## src/rtl/fp32_mul_round_stage_if.sv

```systemverilog
// Handshake and payload bundle between the FP32 multiplier core and its round stage.
// master drives the product and consumes the result; slave is the round stage itself.
interface fp32_mul_round_stage_if;
    logic        in_valid;
    logic        in_ready;
    logic        in_sign;
    logic [9:0]  in_exp;
    logic [47:0] in_mant;
    logic        in_is_nan;
    logic        in_is_inf;
    logic        in_is_zero;
    logic        out_valid;
    logic        out_ready;
    logic [31:0] out_result;
    logic        out_overflow;
    logic        out_underflow;
    logic        out_inexact;

    modport master (
        output in_valid, in_sign, in_exp, in_mant, in_is_nan, in_is_inf, in_is_zero, out_ready,
        input  in_ready, out_valid, out_result, out_overflow, out_underflow, out_inexact
    );

    modport slave (
        input  in_valid, in_sign, in_exp, in_mant, in_is_nan, in_is_inf, in_is_zero, out_ready,
        output in_ready, out_valid, out_result, out_overflow, out_underflow, out_inexact
    );
endinterface

```

## src/rtl/fp32_mul_round_stage.sv

```systemverilog
// FP32 multiplier back end: S1 normalizes the 48-bit product, S2 rounds to nearest-even
// and classifies specials/overflow/underflow. Elastic two-stage valid/ready pipeline.
module fp32_mul_round_stage #(
    parameter logic [31:0] QNAN = 32'h7FC0_0000,
    parameter int          FTZ  = 1
) (
    input  logic                  clk,
    input  logic                  rst,
    fp32_mul_round_stage_if.slave io
);

    logic               r_s1_valid;
    logic               r_s1_sign;
    logic signed [9:0]  r_s1_exp;
    logic [22:0]        r_s1_frac;
    logic               r_s1_g;
    logic               r_s1_s;
    logic               r_s1_nan;
    logic               r_s1_inf;
    logic               r_s1_zero;

    logic               r_s2_valid;
    logic [31:0]        r_s2_result;
    logic               r_s2_overflow;
    logic               r_s2_underflow;
    logic               r_s2_inexact;

    logic               w_s2_load;
    logic               w_s1_load;

    logic signed [9:0]  w_n_exp;
    logic [22:0]        w_n_frac;
    logic               w_n_g;
    logic               w_n_s;

    logic               w_round_up;
    logic [23:0]        w_frac_sum;
    logic signed [9:0]  w_r_exp;
    logic [31:0]        w_result;
    logic               w_overflow;
    logic               w_underflow;
    logic               w_inexact;

    // Ready propagates backwards combinationally so bubbles collapse; valid only moves through flops.
    assign w_s2_load   = !r_s2_valid || io.out_ready;
    assign w_s1_load   = !r_s1_valid || w_s2_load;
    assign io.in_ready = w_s1_load;

    always_comb begin
        if (io.in_mant[47]) begin
            w_n_exp  = $signed(io.in_exp) + 10'sd1;
            w_n_frac = io.in_mant[46:24];
            w_n_g    = io.in_mant[23];
            w_n_s    = |io.in_mant[22:0];
        end else begin
            w_n_exp  = $signed(io.in_exp);
            w_n_frac = io.in_mant[45:23];
            w_n_g    = io.in_mant[22];
            w_n_s    = |io.in_mant[21:0];
        end
    end

    assign w_round_up = r_s1_g && (r_s1_s || r_s1_frac[0]);
    assign w_frac_sum = {1'b0, r_s1_frac} + {23'd0, w_round_up};
    assign w_r_exp    = w_frac_sum[23] ? (r_s1_exp + 10'sd1) : r_s1_exp;

    // Range checks use the full signed 10-bit rounded exponent, never the 8-bit field.
    always_comb begin
        w_result    = {r_s1_sign, w_r_exp[7:0], w_frac_sum[22:0]};
        w_overflow  = 1'b0;
        w_underflow = 1'b0;
        w_inexact   = r_s1_g || r_s1_s;
        if (r_s1_nan) begin
            w_result  = QNAN;
            w_inexact = 1'b0;
        end else if (r_s1_inf) begin
            w_result  = {r_s1_sign, 8'hFF, 23'd0};
            w_inexact = 1'b0;
        end else if (r_s1_zero) begin
            w_result  = {r_s1_sign, 31'd0};
            w_inexact = 1'b0;
        end else if (w_r_exp >= 10'sd255) begin
            w_result   = {r_s1_sign, 8'hFF, 23'd0};
            w_overflow = 1'b1;
            w_inexact  = 1'b1;
        end else if ((FTZ != 0) && (w_r_exp <= 10'sd0)) begin
            w_result    = {r_s1_sign, 31'd0};
            w_underflow = 1'b1;
            w_inexact   = 1'b1;
        end
    end

    always_ff @(posedge clk) begin
        if (rst) begin
            r_s1_valid     <= 1'b0;
            r_s1_sign      <= 1'b0;
            r_s1_exp       <= '0;
            r_s1_frac      <= '0;
            r_s1_g         <= 1'b0;
            r_s1_s         <= 1'b0;
            r_s1_nan       <= 1'b0;
            r_s1_inf       <= 1'b0;
            r_s1_zero      <= 1'b0;
            r_s2_valid     <= 1'b0;
            r_s2_result    <= '0;
            r_s2_overflow  <= 1'b0;
            r_s2_underflow <= 1'b0;
            r_s2_inexact   <= 1'b0;
        end else begin
            if (w_s1_load) begin
                r_s1_valid <= io.in_valid;
            end
            if (w_s1_load && io.in_valid) begin
                r_s1_sign <= io.in_sign;
                r_s1_exp  <= w_n_exp;
                r_s1_frac <= w_n_frac;
                r_s1_g    <= w_n_g;
                r_s1_s    <= w_n_s;
                r_s1_nan  <= io.in_is_nan;
                r_s1_inf  <= io.in_is_inf;
                r_s1_zero <= io.in_is_zero;
            end
            if (w_s2_load) begin
                r_s2_valid <= r_s1_valid;
            end
            if (w_s2_load && r_s1_valid) begin
                r_s2_result    <= w_result;
                r_s2_overflow  <= w_overflow;
                r_s2_underflow <= w_underflow;
                r_s2_inexact   <= w_inexact;
            end
        end
    end

    assign io.out_valid     = r_s2_valid;
    assign io.out_result    = r_s2_result;
    assign io.out_overflow  = r_s2_overflow;
    assign io.out_underflow = r_s2_underflow;
    assign io.out_inexact   = r_s2_inexact;

endmodule

```

## src/flat_wrapper.sv

```systemverilog
// flat-port wrapper written by rule: the top's interface ports become plain ports
module fp32_mul_round_stage_flat 
#(
    parameter logic [31:0] QNAN = 32'h7FC0_0000,
    parameter int          FTZ  = 1
)
  (clk, rst, io_in_valid, io_in_sign, io_in_exp, io_in_mant, io_in_is_nan, io_in_is_inf, io_in_is_zero, io_out_ready, io_in_ready, io_out_valid, io_out_result, io_out_overflow, io_out_underflow, io_out_inexact);
  fp32_mul_round_stage_if io_i ();
  input  logic clk;
  input  logic rst;
  input wire logic [$bits(io_i.in_valid)-1:0] io_in_valid;
  input wire logic [$bits(io_i.in_sign)-1:0] io_in_sign;
  input wire logic [$bits(io_i.in_exp)-1:0] io_in_exp;
  input wire logic [$bits(io_i.in_mant)-1:0] io_in_mant;
  input wire logic [$bits(io_i.in_is_nan)-1:0] io_in_is_nan;
  input wire logic [$bits(io_i.in_is_inf)-1:0] io_in_is_inf;
  input wire logic [$bits(io_i.in_is_zero)-1:0] io_in_is_zero;
  input wire logic [$bits(io_i.out_ready)-1:0] io_out_ready;
  output wire logic [$bits(io_i.in_ready)-1:0] io_in_ready;
  output wire logic [$bits(io_i.out_valid)-1:0] io_out_valid;
  output wire logic [$bits(io_i.out_result)-1:0] io_out_result;
  output wire logic [$bits(io_i.out_overflow)-1:0] io_out_overflow;
  output wire logic [$bits(io_i.out_underflow)-1:0] io_out_underflow;
  output wire logic [$bits(io_i.out_inexact)-1:0] io_out_inexact;
  assign io_i.in_valid = io_in_valid;
  assign io_i.in_sign = io_in_sign;
  assign io_i.in_exp = io_in_exp;
  assign io_i.in_mant = io_in_mant;
  assign io_i.in_is_nan = io_in_is_nan;
  assign io_i.in_is_inf = io_in_is_inf;
  assign io_i.in_is_zero = io_in_is_zero;
  assign io_i.out_ready = io_out_ready;
  assign io_in_ready = io_i.in_ready;
  assign io_out_valid = io_i.out_valid;
  assign io_out_result = io_i.out_result;
  assign io_out_overflow = io_i.out_overflow;
  assign io_out_underflow = io_i.out_underflow;
  assign io_out_inexact = io_i.out_inexact;
  fp32_mul_round_stage #(.QNAN(QNAN), .FTZ(FTZ)) u_core (.clk(clk), .rst(rst), .io(io_i));
endmodule
```

## config.mk

```make
export PLATFORM = sky130hd
export DESIGN_NAME = fp32_mul_round_stage_flat
export DESIGN_NICKNAME = d
export VERILOG_FILES = /design/src/rtl/fp32_mul_round_stage_if.sv /design/src/rtl/fp32_mul_round_stage.sv /design/src/flat_wrapper.sv
export SDC_FILE = /design/constraint.sdc
export NUM_CORES = 1
export LEC_CHECK = 0
export CAP_MARGIN = 5
export CORE_UTILIZATION = 30
export DETAILED_ROUTE_END_ITERATION = 7
export SYNTH_ARGS = -nofsm -noshare
export SYNTH_HDL_FRONTEND = slang
export SYNTH_SLANG_ARGS = --single-unit
```

## constraint.sdc

```tcl
create_clock -name clk -period 3.3 [get_ports clk]
set_input_delay 0.495 -clock clk [delete_from_list [all_inputs] [get_ports clk]]
set_output_delay 0.495 -clock clk [all_outputs]
set_load 0.05 [all_outputs]
```

Word level (Yosys, flattened, before mapping):

Cells that the tools add are included.

* flip-flop bits (word level): 76
* bits of input ports: 66
* output and inout bits: 37
* logic and storage cells: 54

* add/subtract/negate cells: 3
* order comparisons: 2
* mux-type cells: 24
* reduce and logical (&&, ||, !) cells: 11

Operator list (count)
* 2-to-1 mux 31 bit: 4
* 2-to-1 mux 32 bit: 1
* adder 23 x 1 -> 24 bit: 1
* 2-to-1 mux 23 bit: 1
* OR reduction 23 bit: 1
* OR reduction 22 bit: 1
* adder 10 x 2 -> 10 bit (second input constant): 2
* 2-to-1 mux 10 bit: 2
* 2-to-1 mux 1 bit: 16
* greater-or-equal comparator 10 x 9 -> 1 bit (second input constant): 1
* <= comparator 10 x 1 -> 1 bit (second input constant): 1
* logical OR 1 bit: 4
* logical AND 1 bit: 3
* logical NOT 1 bit: 2

Logic depth before layout (Yosys ltp):

Gate-level depths: netlist (run 1).

* word-level depth: 10
* mapped depth: 10
* gate-level depth less buffers: 9

Worst setup path before layout (run 1):

No wires, ideal clock.

* path kind: register -> register
* start: reg u_core.r_s1_s
* end: reg u_core.r_s2_result[30] (netlist: u_core.io.out_result[30])
* setup time: 0.134 ns
* arrival: 2.308 ns
* data required time: 3.166 ns
* setup slack: 0.857 ns
* stages on the path, launching flop included: 10
* buffers on the path: 0
* clock period less this slack: 2.443 ns
* cell sequence: dfxtp_1 -> o21a_1 -> ha_1 -> nand4_1 -> or3_4 -> nor4_4 -> mux2i_1 -> o21ai_0 -> a31oi_2 -> a211oi_1

* longest elaborated chain between the ends: 10
* elaborated cells on any way between the ends: 11
* those cells by class: add/sub: 1; order compare: 2; mux: 6; reduce/logical: 2

RTL lines
* start: declaration: line fp32_mul_round_stage.sv:17 `logic r_s1_s;`
* start signal: assignment: line fp32_mul_round_stage.sv:118 `r_s1_s <= w_n_s;`
* logical OR 1 bit *: line fp32_mul_round_stage.sv:63 `assign w_round_up = r_s1_g && (r_s1_s || r_s1_frac[0]);`
* logical AND 1 bit *: line fp32_mul_round_stage.sv:63
* adder 23 x 1 -> 24 bit *: line fp32_mul_round_stage.sv:64 `assign w_frac_sum = {1'b0, r_s1_frac} + {23'd0, w_round_up};`
* 2-to-1 mux 10 bit *: line fp32_mul_round_stage.sv:65 `assign w_r_exp = w_frac_sum[23] ? (r_s1_exp + 10'sd1) : r_s1_exp;`
* <= comparator 10 x 1 -> 1 bit: line fp32_mul_round_stage.sv:86 `end else if ((FTZ != 0) && (w_r_exp <= 10'sd0)) begin`
* 2-to-1 mux 31 bit: line fp32_mul_round_stage.sv:86
* 2-to-1 mux 31 bit *: line fp32_mul_round_stage.sv:82 `end else if (w_r_exp >= 10'sd255) begin`
* 2-to-1 mux 31 bit *: line fp32_mul_round_stage.sv:79 `end else if (r_s1_zero) begin`
* 2-to-1 mux 31 bit *: line fp32_mul_round_stage.sv:76 `end else if (r_s1_inf) begin`
* 2-to-1 mux 32 bit *: line fp32_mul_round_stage.sv:73 `if (r_s1_nan) begin`
* end signal: assignment: line fp32_mul_round_stage.sv:127 `r_s2_result <= w_result;`
* end: declaration: line fp32_mul_round_stage.sv:23 `logic [31:0] r_s2_result;`

Every way passes the cells marked *; elsewhere a longest branch is shown, timed or not.
A chain may end at the register's enable or synchronous reset.

Final worst setup path (run 1):

* start: reg u_core.r_s1_s
* end: reg u_core.r_s2_result[3] (netlist: u_core.io.out_result[3])

* longest elaborated chain between the ends: 10
* elaborated cells on any way between the ends: 11
* those cells by class: add/sub: 1; order compare: 2; mux: 6; reduce/logical: 2

RTL lines (line)
* logical OR 1 bit *: fp32_mul_round_stage.sv:63
* logical AND 1 bit *: fp32_mul_round_stage.sv:63
* adder 23 x 1 -> 24 bit *: fp32_mul_round_stage.sv:64
* 2-to-1 mux 10 bit: fp32_mul_round_stage.sv:65
* <= comparator 10 x 1 -> 1 bit: fp32_mul_round_stage.sv:86
* 2-to-1 mux 31 bit: fp32_mul_round_stage.sv:86
* 2-to-1 mux 31 bit *: fp32_mul_round_stage.sv:82
* 2-to-1 mux 31 bit *: fp32_mul_round_stage.sv:79
* 2-to-1 mux 31 bit *: fp32_mul_round_stage.sv:76
* 2-to-1 mux 32 bit *: fp32_mul_round_stage.sv:73

Marked as above.

==> flow_summary.toml, run 1 <==
[flow_run]
drv_cap = 0

[final_layout]
diodes = 0
fillerInstances = 1352
synthToLayoutAreaGrowth_pct = 35.86
final_nets = 655
multi_input_area_mm2 = 0.002459
layout-drive-gt1-share = 0.09831
seq_area_mm2 = 0.001521

[placement]
dpl_worst_slack_ns = 0.4035
io_buffers = 102
dp_hpwl_um = 8589
finalWeightedCongestion = 0.8910

[pwr]
ir_drop_mv = 0.2709
power_density_mw_per_mm2 = 450.6
p_leak_nw = 2.029

[worst_setup_path]
max_stage_delay_ns = 0.45
crit_fanout = 22
critPathRequiredTime_ns = 3.50
crit_path_start_kind = "flip-flop"
path_cells = "o21a_1, ha_1, nand4_1, or3_4, nor4_4, mux2i_1, nor3_2, o2111ai_2, buf_4, o21ai_0"
crit_buf_inv = 1
setup.worst_path.start = "u_core.r_s1_s$_SDFFE_PP0P_"
crit_slowest_cell = "or3_4"
worst_r2r_endpoint = "u_core.io.out_result[3]$_SDFFE_PP0P_"
reg2reg_from = "u_core.r_s1_s$_SDFFE_PP0P_"
worst_setup_path_end_kind = "flip-flop"
reg2reg_slack_ns = 0.42
rr_worst_depth = 10
cp.arrival_ns = 3.08
crit_family = "simple AND/OR/NAND/NOR gates"
worst-setup-path-type = "reg -> reg"

[yosys]
synth_cell_types = 51
ys.flop_type = "dfxtp_1"
syn-num-nets = 568
yosys_warnings = 0
synth_edf_count = 0
syn-cell-area_mm2 = 0.004159
synthCells = 498
async_flop_share = 0
synth-seq-cells = 76
avgSynthCellArea_um2 = 8.351
synth_seq_area_share = 0.3658

[sta]
finalWorstPathRequiredPeriod_ns = 2.884
finalSetupViolCount = 0
finalCritPeriodShare = 0.8738
max_clock_freq_ghz = 0.3468
worstMarginPinSlew_ns = 0.7882
layout_setup_ws_ns = 0.4163
rsz0062_at_grt = "false"
skew_ns = 0.008998
finalHoldViolations = 0
slew-limit-headroom = 0.4745
setup_tns_ns = 0
slew_viol_final = 0

[floorplan]
die-area_mm2 = 0.01434
io_pins = 103
die_w_um = 119.7
rows = 42
initial_core_util = 0.3104
coreArea_mm2 = 0.01340
die_h_um = 119.7

[routing]
viasPerCell = 5.003
post_drt_wl_per_cell_um = 14.64
drt-initial-drc-count = 220
vias = 3832
totalWireLength_um = 11210
first_pass_iters = 5
drc = 0
ant_nets = 0

[clock_network]
post_cts_resized = 0
cts_hold_buffers = 0
cts_root_buffer = "clkbuf_16"
clock_sinks = 76
worst_skew_pair.late_latency_ns = 0.33
cts_buffers = 9
cts_tree = "yes"
cts.path.max_buffers = 2
cts_max_level = 3
post_cts_buffers = 0
clkTransAtPathRegs_ns = 0.06

[global_routing]
met3_usage = 0.02662
grt_pass1_vias = 3609
grt_busiest_layer = "met2"
grt-ovfl-total = 0
grt_pass1_wl_um = 18110
use_met1 = 0.2196
antenna_found_initial = 0
grt_max_degree = 43
grt.met2_usage = 0.2489
grt_usage = 0.1595

[min_path]
holdPathEnd = "u_core.io.out_result[31]$_SDFFE_PP0P_"
worstHoldStart = "u_core.io.out_result[31]$_SDFFE_PP0P_"
hp-class = "reg -> reg"
whs_path_depth = 2

[outcome]
status = "finished, final reports clean"
how the worst max path moves through the flow:
| stage | endpoint | cells past startpoint |
|---|---|---|
| finish | u_core.io.out_result[3]$_SDFFE_PP0P_ | 10 |
| global route | u_core.io.out_result[2]$_SDFFE_PP0P_ | 10 |
| CTS | u_core.io.out_result[3]$_SDFFE_PP0P_ | 10 |
| detailed placement | u_core.io.out_result[3]$_SDFFE_PP0P_ | 10 |
| global placement | u_core.io.out_result[3]$_SDFFE_PP0P_ | 10 |
| floorplan | u_core.io.out_result[30]$_SDFFE_PP0P_ | 9 |
worst register-to-register path, delay by kind of cell (launching register included):
| kind | cells | cell delay (ns) |
|---|---|---|
| buffers and inverters | 1 | 0.38 |
| and+or+nand+nor | 4 | 0.99 |
| adders and majority gates | 1 | 0.20 |
| muxes | 1 | 0.43 |
| AOI/OAI and AO/OA | 3 | 0.39 |
| DFF | 1 | 0.37 |
cells in the final DEF (no fill, tap or decap), types with 2 or more instances in the layout:
master / instances
and4_1: 5
xnor2_1: 18
nor2b_1: 4
buf_2: 2
dfxtp_1: 76
a21oi_1: 15
nand4_1: 13
o21ai_0: 10
bufinv_16: 2
nor2_1: 61
and3_1: 7
ha_1: 4
o21ai_2: 20
nand2b_1: 4
nor3_1: 7
xor2_1: 22
a21o_1: 2
clkbuf_16: 9
or3_1: 4
nor4_1: 10
a211oi_1: 43
mux2i_1: 28
o21a_1: 2
inv_6: 2
clkdlybuf4s50_1: 100
nor3_2: 2
inv_1: 5
nand3_1: 16
nand2_1: 61
buf_4: 9
metal layers:
| layer | up-vias | part of all wire |
|---|---|---|
| met5 | - | 0 |
| met4 | 0 | 0.017 |
| met3 | 12 | 0.047 |
| met2 | 125 | 0.45 |
| met1 | 1730 | 0.49 |
| li1 | 1965 | - |
layout make-up:
type / instances / share of cell area
repair buffers: 112 / 0.1944
well taps: 176 / 0.03897
inverters: 5 / 0.003322
multi-input cells: 381 / 0.4351
clock buffers: 10 / 0.04229
flip-flops and latches: 76 / 0.2693
clock inverters: 6 / 0.01661
where the power goes:
part | leakage [nW] | switching [mW] | internal [mW]
Sequential | 0.625 | 0.0618 | 0.970
Combinational | 1.24 | 0.226 | 0.193
Clock | 0.160 | 0.405 | 0.690
Total | 2.03 | 0.693 | 1.85
sequential cells by signal (all words and copies together) (netlist names):
signal / count
u_core.r_s1_frac: 23
u_core.io.out_underflow: 1
u_core.io.out_valid: 1
u_core.r_s1_inf: 1
u_core.io.out_result: 32
u_core.r_s1_exp: 10
u_core.r_s1_sign: 1
u_core.r_s1_s: 1
u_core.r_s1_valid: 1
u_core.r_s1_g: 1
u_core.io.out_overflow: 1
u_core.r_s1_zero: 1
u_core.io.out_inexact: 1
u_core.r_s1_nan: 1
stage by stage:
| step | cells | utilization | hold WS, ns | cell area (um2) | total power, mW |
|---|---|---|---|---|---|
| final | 766 | 0.4217 | 0.4571 | 5650 | 2.546 |
| after global routing | 766 | 0.4217 | 0.4781 | 5650 | 2.661 |
| after CTS | 766 | 0.4217 | 0.4617 | 5650 | 2.568 |
| after detailed placement | 750 | 0.3968 | 0.4450 | 5318 | 1.472 |
| after global placement | 750 | 0.3968 | 0.4393 | 5318 | 1.468 |
| after floorplan | 498 | - | 0.4364 | 4159 | 1.292 |
synthesized netlist by cell type (2+ instances only):
| library cell | number | area, um2 |
|---|---|---|
| nand3_1 | 16 | 80.08 |
| buf_4 | 2 | 15.01 |
| nor2b_1 | 4 | 25.02 |
| xnor2_1 | 18 | 157.7 |
| o21ai_2 | 20 | 175.2 |
| inv_1 | 5 | 18.77 |
| nand4_1 | 13 | 81.33 |
| and4_1 | 5 | 43.79 |
| nor2_1 | 61 | 229.0 |
| and2_1 | 2 | 12.51 |
| buf_6 | 2 | 22.52 |
| or3_1 | 4 | 25.02 |
| a21o_1 | 2 | 15.01 |
| nor3_2 | 2 | 20.02 |
| dfxtp_1 | 76 | 1521 |
| o21ai_0 | 10 | 50.05 |
| nand2_1 | 61 | 229.0 |
| buf_2 | 3 | 15.01 |
| xor2_1 | 22 | 192.7 |
| o21a_1 | 2 | 15.01 |
| mux2i_1 | 28 | 280.3 |
| buf_1 | 7 | 26.28 |
| clkbuf_1 | 22 | 82.58 |
| a211oi_1 | 43 | 322.8 |
| a21oi_1 | 15 | 75.07 |
| ha_1 | 4 | 50.05 |
| and3_1 | 7 | 43.79 |
| nor3_1 | 7 | 35.03 |
| nand2b_1 | 4 | 25.02 |
| nor4_1 | 10 | 62.56 |
kinds of logic (layout without fill, tap and decap cells):
| family | after synthesis | in the layout | synth area share |
|---|---|---|---|
| and+or+nand+nor | 203 | 203 | 0.2386 |
| AOI/OAI and AO/OA | 106 | 106 | 0.1886 |
| DFF | 76 | 76 | 0.3658 |
| buffers and inverters | 41 | 133 | 0.04332 |
| xor gates and xnor gates | 40 | 40 | 0.08423 |
| muxes | 28 | 28 | 0.06739 |
| adders and majority gates | 4 | 4 | 0.01203 |
Power figures use the tool's default switching activity.
==> inputs of run 2 (changes only) <==
Settings changed: SLEW_MARGIN set to 30.
Clock period 3.3 ns to 2.8 ns, I/O delays scaled along.
==> run 2 against run 1 <==
Global-route usage about the same. Register-to-register slack worse by 0.25 ns. Final cell count up 1.4%. Clock power up 5%. Largest power group is now sequential cells. Total power up 13%. Non-clock buffer count up 11. Fmax up 9.7%. Critical path depth unchanged. Setup slack worse by 0.25 ns. First-iteration DRC count down 16%. Clock-buffer cell count up 1.
==> flow_summary.toml, run 2 (same netlist as run 1, synthesis figures left out) <==
[placement]
finalWeightedCongestion = 0.8622
dp_hpwl_um = 8588
place_inst = 761
placed_area_mm2 = 0.005400
io_buffers = 102

[routing]
post_drt_wl_per_cell_um = 14.31
drc = 0
viasPerCell = 4.955
first_pass_iters = 4
totalWireLength_um = 11120
ant_nets = 0
drt-initial-drc-count = 184
vias = 3850

[pwr]
switching_share = 0.2790
share_comb_of_total_power = 0.178
clock_power_share = 0.402
p_leak_nw = 2.060
switchingPower_uw = 803.0
ir_drop_mv = 0.3509
power_density_mw_per_mm2 = 504.2
p_int_mw = 2.075
p_seq_frac = 0.420

[sta]
slew-limit-headroom = 0.4783
whs_ns = 0.4594
rsz0062_at_grt = "true"
setup_tns_ns = 0
max_clock_freq_ghz = 0.3803
finalHoldViolations = 0
finalWorstPathRequiredPeriod_ns = 2.629
finalSetupViolCount = 0
finalCritPeriodShare = 0.9390
skew_ns = 0.008559
slew_viol_final = 0
worstMarginPinSlew_ns = 0.7809

[final_layout]
diodes = 0
layout_common_cells = "clkdlybuf4s50_1, dfxtp_1, nand2_1, nor2_1, a211oi_1"
largest_reg_flops = 32
design_area_mm2 = 0.005708
layout-drive-gt1-share = 0.1148
finalNonFillerCells = 777
layout_commonest_cell = "clkdlybuf4s50_1"
synthToLayoutAreaGrowth_pct = 37.24
final_nets = 666

[global_routing]
grt_max_degree = 39
grt_pass1_vias = 3703
grt-ovfl-total = 0
grt_usage = 0.1592
antenna_found_initial = 0
grt_pass1_wl_um = 17950

[worst_setup_path]
crit_fanout = 22
critPathRequiredTime_ns = 3.02
worst_setup_path_end_kind = "flip-flop"
crit_family = "simple AND/OR/NAND/NOR gates"
reg2reg_slack_ns = 0.17
crit_slowest_cell = "nor3_2"
rr_worst_depth = 10
crit_path_start_kind = "flip-flop"
worst-setup-path-type = "reg -> reg"
worst_r2r_endpoint = "u_core.io.out_result[3]$_SDFFE_PP0P_"
reg2reg_from = "u_core.r_s1_g$_SDFFE_PP0P_"
cp.arrival_ns = 2.85
path_cells = "o21a_1, ha_1, and4_1, nand4_2, nor3_2, nand3_1, a21o_1, o2111ai_2, buf_12, o21ai_0"
setup.worst_path.start = "u_core.r_s1_g$_SDFFE_PP0P_"
crit_buf_inv = 1
max_stage_delay_ns = 0.39

[clock_network]
cts.path.max_buffers = 2
worst_skew_pair.late_latency_ns = 0.34
cts_max_level = 3
clkTransAtPathRegs_ns = 0.06
clock_sinks = 76
cts_tree = "yes"
cts_buffers = 9
cts_root_buffer = "clkbuf_16"

[floorplan]
coreArea_mm2 = 0.01340
die_h_um = 119.7
io_pins = 103
initial_core_util = 0.3104
die_w_um = 119.7
die-area_mm2 = 0.01434
rows = 42

[min_path]
worstHoldStart = "u_core.io.out_result[14]$_SDFFE_PP0P_"
hp-class = "reg -> reg"
holdPathEnd = "u_core.io.out_result[14]$_SDFFE_PP0P_"
whs_path_depth = 2

[flow_run]
drv_cap = 0

[outcome]
status = "finished, final reports clean"
## run 2: stage by stage
stage / utilization / setup slack [ns] / power (mW)
2_1_floorplan: - / 0.3575 / 1.523
3_3_place_gp: 0.4030 / -0.05483 / 1.738
3_5_place_dp: 0.4030 / 0.04534 / 1.746
4_1_cts: 0.4249 / 0.04196 / 2.908
5_1_grt: 0.4260 / -0.02285 / 3.013
6_report: 0.4260 / 0.1708 / 2.878
## run 2: worst min-delay path, cell delays in order, from the launching register on
cell and delay (ns):
dfxtp_1 0.33, nand2_1 0.06, o21ai_2 0.05
## run 2: cell type report
type                            instances  area [um2]
Fill cell                            1339        7692
Multi-Input combinational cell        381        2472
Sequential cell                        76        1521
Timing Repair Buffer                  123        1181
Clock buffer                           11       232.7
Tap cell                              176       220.2
Clock inverter                          5       61.31
Inverter                                5       18.77
## run 2: worst max-delay path by stage
stage | slack (ns) | to | depth (start not counted)
global route | -0.02 | u_core.io.out_result[26]$_SDFFE_PP0P_ | 9
finish | 0.17 | u_core.io.out_result[3]$_SDFFE_PP0P_ | 10
floorplan | 0.36 | u_core.io.out_result[30]$_SDFFE_PP0P_ | 9
detailed placement | 0.05 | u_core.io.out_result[30]$_SDFFE_PP0P_ | 9
CTS | 0.04 | u_core.io.out_result[30]$_SDFFE_PP0P_ | 9
global placement | -0.05 | u_core.io.out_inexact$_SDFFE_PP0P_ | 8
## run 2: power by group through the flow
stage / sequential [mW] / clock (mW) / combinational [mW]
2_1_floorplan: 1.27 / 0 / 0.253
3_3_place_gp: 1.23 / 0 / 0.510
3_5_place_dp: 1.23 / 0 / 0.515
4_1_cts: 1.21 / 1.18 / 0.516
5_1_grt: 1.22 / 1.24 / 0.558
6_report: 1.21 / 1.16 / 0.512
## run 2: timing repair
action                                  in CTS  in global routing
gates resized for setup                      0                  5
endpoints found under the setup margin       0                 10
hold buffers                                 0                  0
setup buffers                                0                  0
hold endpoints to repair                     0                  0
## run 2: per-layer routing
layer / track usage / vias to the layer above / part of all wire
li1: - / 1989 / -
met1: 0.2079 / 1733 / 0.48
met2: 0.2623 / 113 / 0.45
met3: 0.03089 / 15 / 0.055
met4: 0.05156 / 0 / 0.016
met5: 0 / - / 0
==> inputs of run 3 (changes only) <==
Settings changed: CORE_MARGIN set to 1.5.
==> run 3 against run 2 <==
Clock skew is 0.0022 ns lower. Die area is 1.7% higher. First-iteration DRC count is 30% lower. Sequential cell count stayed put. Setup slack better by 0.023 ns. Worst hold slack worse by 0.0059 ns. Clock power is 8% higher. Total power is 3.3% higher. Global-route usage hardly changed.
==> flow_summary.toml, run 3 (same netlist as run 1, synthesis figures left out) <==
[outcome]
status = "finished, final reports clean"

[pwr]
switchingPower_uw = 809.0
p_leak_nw = 2.109
share_comb_of_total_power = 0.170
p_int_mw = 2.164
switching_share = 0.2721
finalPower_mw = 2.973
power_density_mw_per_mm2 = 516.3
clock_power_share = 0.420
p_seq_frac = 0.409
ir_drop_mv = 0.3150

[clock_network]
clkTransAtPathRegs_ns = 0.06
cts_max_level = 3
cts.path.max_buffers = 2
cts_root_buffer = "clkbuf_16"
worst_skew_pair.late_latency_ns = 0.33
cts_tree = "yes"
cts_buffers = 9
clock_sinks = 76

[floorplan]
io_pins = 103
rows = 42
coreArea_mm2 = 0.01340
die-area_mm2 = 0.01458
initial_core_util = 0.3104
die_w_um = 120.7
die_h_um = 120.7

[routing]
drc = 0
post_drt_wl_per_cell_um = 14.55
first_pass_iters = 4
drt-initial-drc-count = 128
vias = 3850
viasPerCell = 4.974
totalWireLength_um = 11260
ant_nets = 0

[worst_setup_path]
crit_fanout = 22
max_stage_delay_ns = 0.46
worst_setup_path_end_kind = "flip-flop"
cp.arrival_ns = 2.82
crit_slowest_cell = "or3_4"
crit_path_start_kind = "flip-flop"
critPathRequiredTime_ns = 3.01
path_cells = "o21a_1, ha_1, nand4_1, or3_4, nor3_2, mux2i_2, nand2_1, o2111ai_2, buf_12, o21ai_0"
worst-setup-path-type = "reg -> reg"

[sta]
finalWorstPathRequiredPeriod_ns = 2.606
skew_ns = 0.006393
finalCritPeriodShare = 0.9309
setup_tns_ns = 0
slew_viol_final = 0
max_clock_freq_ghz = 0.3837
finalSetupViolCount = 0
finalHoldViolations = 0
worstMarginPinSlew_ns = 0.8277
rsz0062_at_grt = "false"
slew-limit-headroom = 0.4471

[final_layout]
diodes = 0
layout_commonest_cell = "clkdlybuf4s50_1"
layout-drive-gt1-share = 0.1221
final_nets = 663
synthToLayoutAreaGrowth_pct = 38.48
largest_reg_flops = 32
layout_common_cells = "clkdlybuf4s50_1, dfxtp_1, nand2_1, nor2_1, a211oi_1"

[global_routing]
antenna_found_initial = 0
grt_pass1_vias = 3694
grt-ovfl-total = 0
grt_usage = 0.1591
grt_max_degree = 47
grt_pass1_wl_um = 18460

[placement]
dp_hpwl_um = 8653
io_buffers = 102
finalWeightedCongestion = 0.8492

[flow_run]
drv_cap = 0

[min_path]
hp-class = "reg -> reg"
==> run 3: worst max-delay path: cells and delay by family (launching register included) <==
kind	cells	cell delay (ns)
AO/OA/AOI/OAI	3	0.37
adder cells (fa/ha/maj)	1	0.20
buffers and inverters	1	0.23
flip-flops	1	0.35
multiplexers	1	0.31
AND/OR/NAND/NOR	4	1.00
==> run 3: timing repair <==
action	4_1_cts	5_1_grt
hold buffers	0	0
resized for setup	0	13
setup buffers	0	0
setup endpoints to repair	0	32
==> run 3: layout make-up <==
cell class / count / area (um2)
fill: 1344 / 7641
multi-input combinational: 381 / 2500
sequential: 76 / 1525
timing repair buffer: 120 / 1171
clock buffer: 9 / 225.2
tap: 176 / 220.2
clock inverter: 7 / 98.84
inverter: 5 / 18.77
==> run 3: worst paths after layout <==
check / from / endpoint / slack, ns / cells after the start
max reg2reg: u_core.r_s1_g$_SDFFE_PP0P_ / u_core.io.out_result[2]$_SDFFE_PP0P_ / 0.19 / 10
max: u_core.r_s1_g$_SDFFE_PP0P_ / u_core.io.out_result[2]$_SDFFE_PP0P_ / 0.19 / 10
min reg2reg: u_core.io.out_result[14]$_SDFFE_PP0P_ / u_core.io.out_result[14]$_SDFFE_PP0P_ / 0.45 / 2
min: u_core.io.out_result[14]$_SDFFE_PP0P_ / u_core.io.out_result[14]$_SDFFE_PP0P_ / 0.45 / 2
==> run 3: through the flow <==
stage | instances | utilization | cell area (um2) | worst slack [ns] | hold slack [ns]
floorplan | 498 | - | 4159 | 0.3575 | 0.4364
global placement | 758 | 0.4022 | 5390 | 0.1397 | 0.4392
detailed placement | 758 | 0.4022 | 5390 | 0.05952 | 0.4412
CTS | 774 | 0.4264 | 5714 | 0.04858 | 0.4557
global route | 774 | 0.4298 | 5759 | 0.02503 | 0.4725
finish | 774 | 0.4298 | 5759 | 0.1936 | 0.4535
==> run 3: power by group through the flow <==
stage,sequential (mW),clock (mW),combinational (mW)
floorplan,1.27,0,0.253
global placement,1.23,0,0.502
detailed placement,1.24,0,0.507
CTS,1.21,1.28,0.509
global route,1.23,1.32,0.553
finish,1.22,1.25,0.506
==> run 3: per-layer routing <==
layer / share of wire / GRT usage / vias to the layer above
li1: - / - / 1980
met1: 0.48 / 0.2149 / 1745
met2: 0.46 / 0.2525 / 110
met3: 0.046 / 0.02972 / 15
met4: 0.018 / 0.05809 / 0
met5: 0 / 0 / -
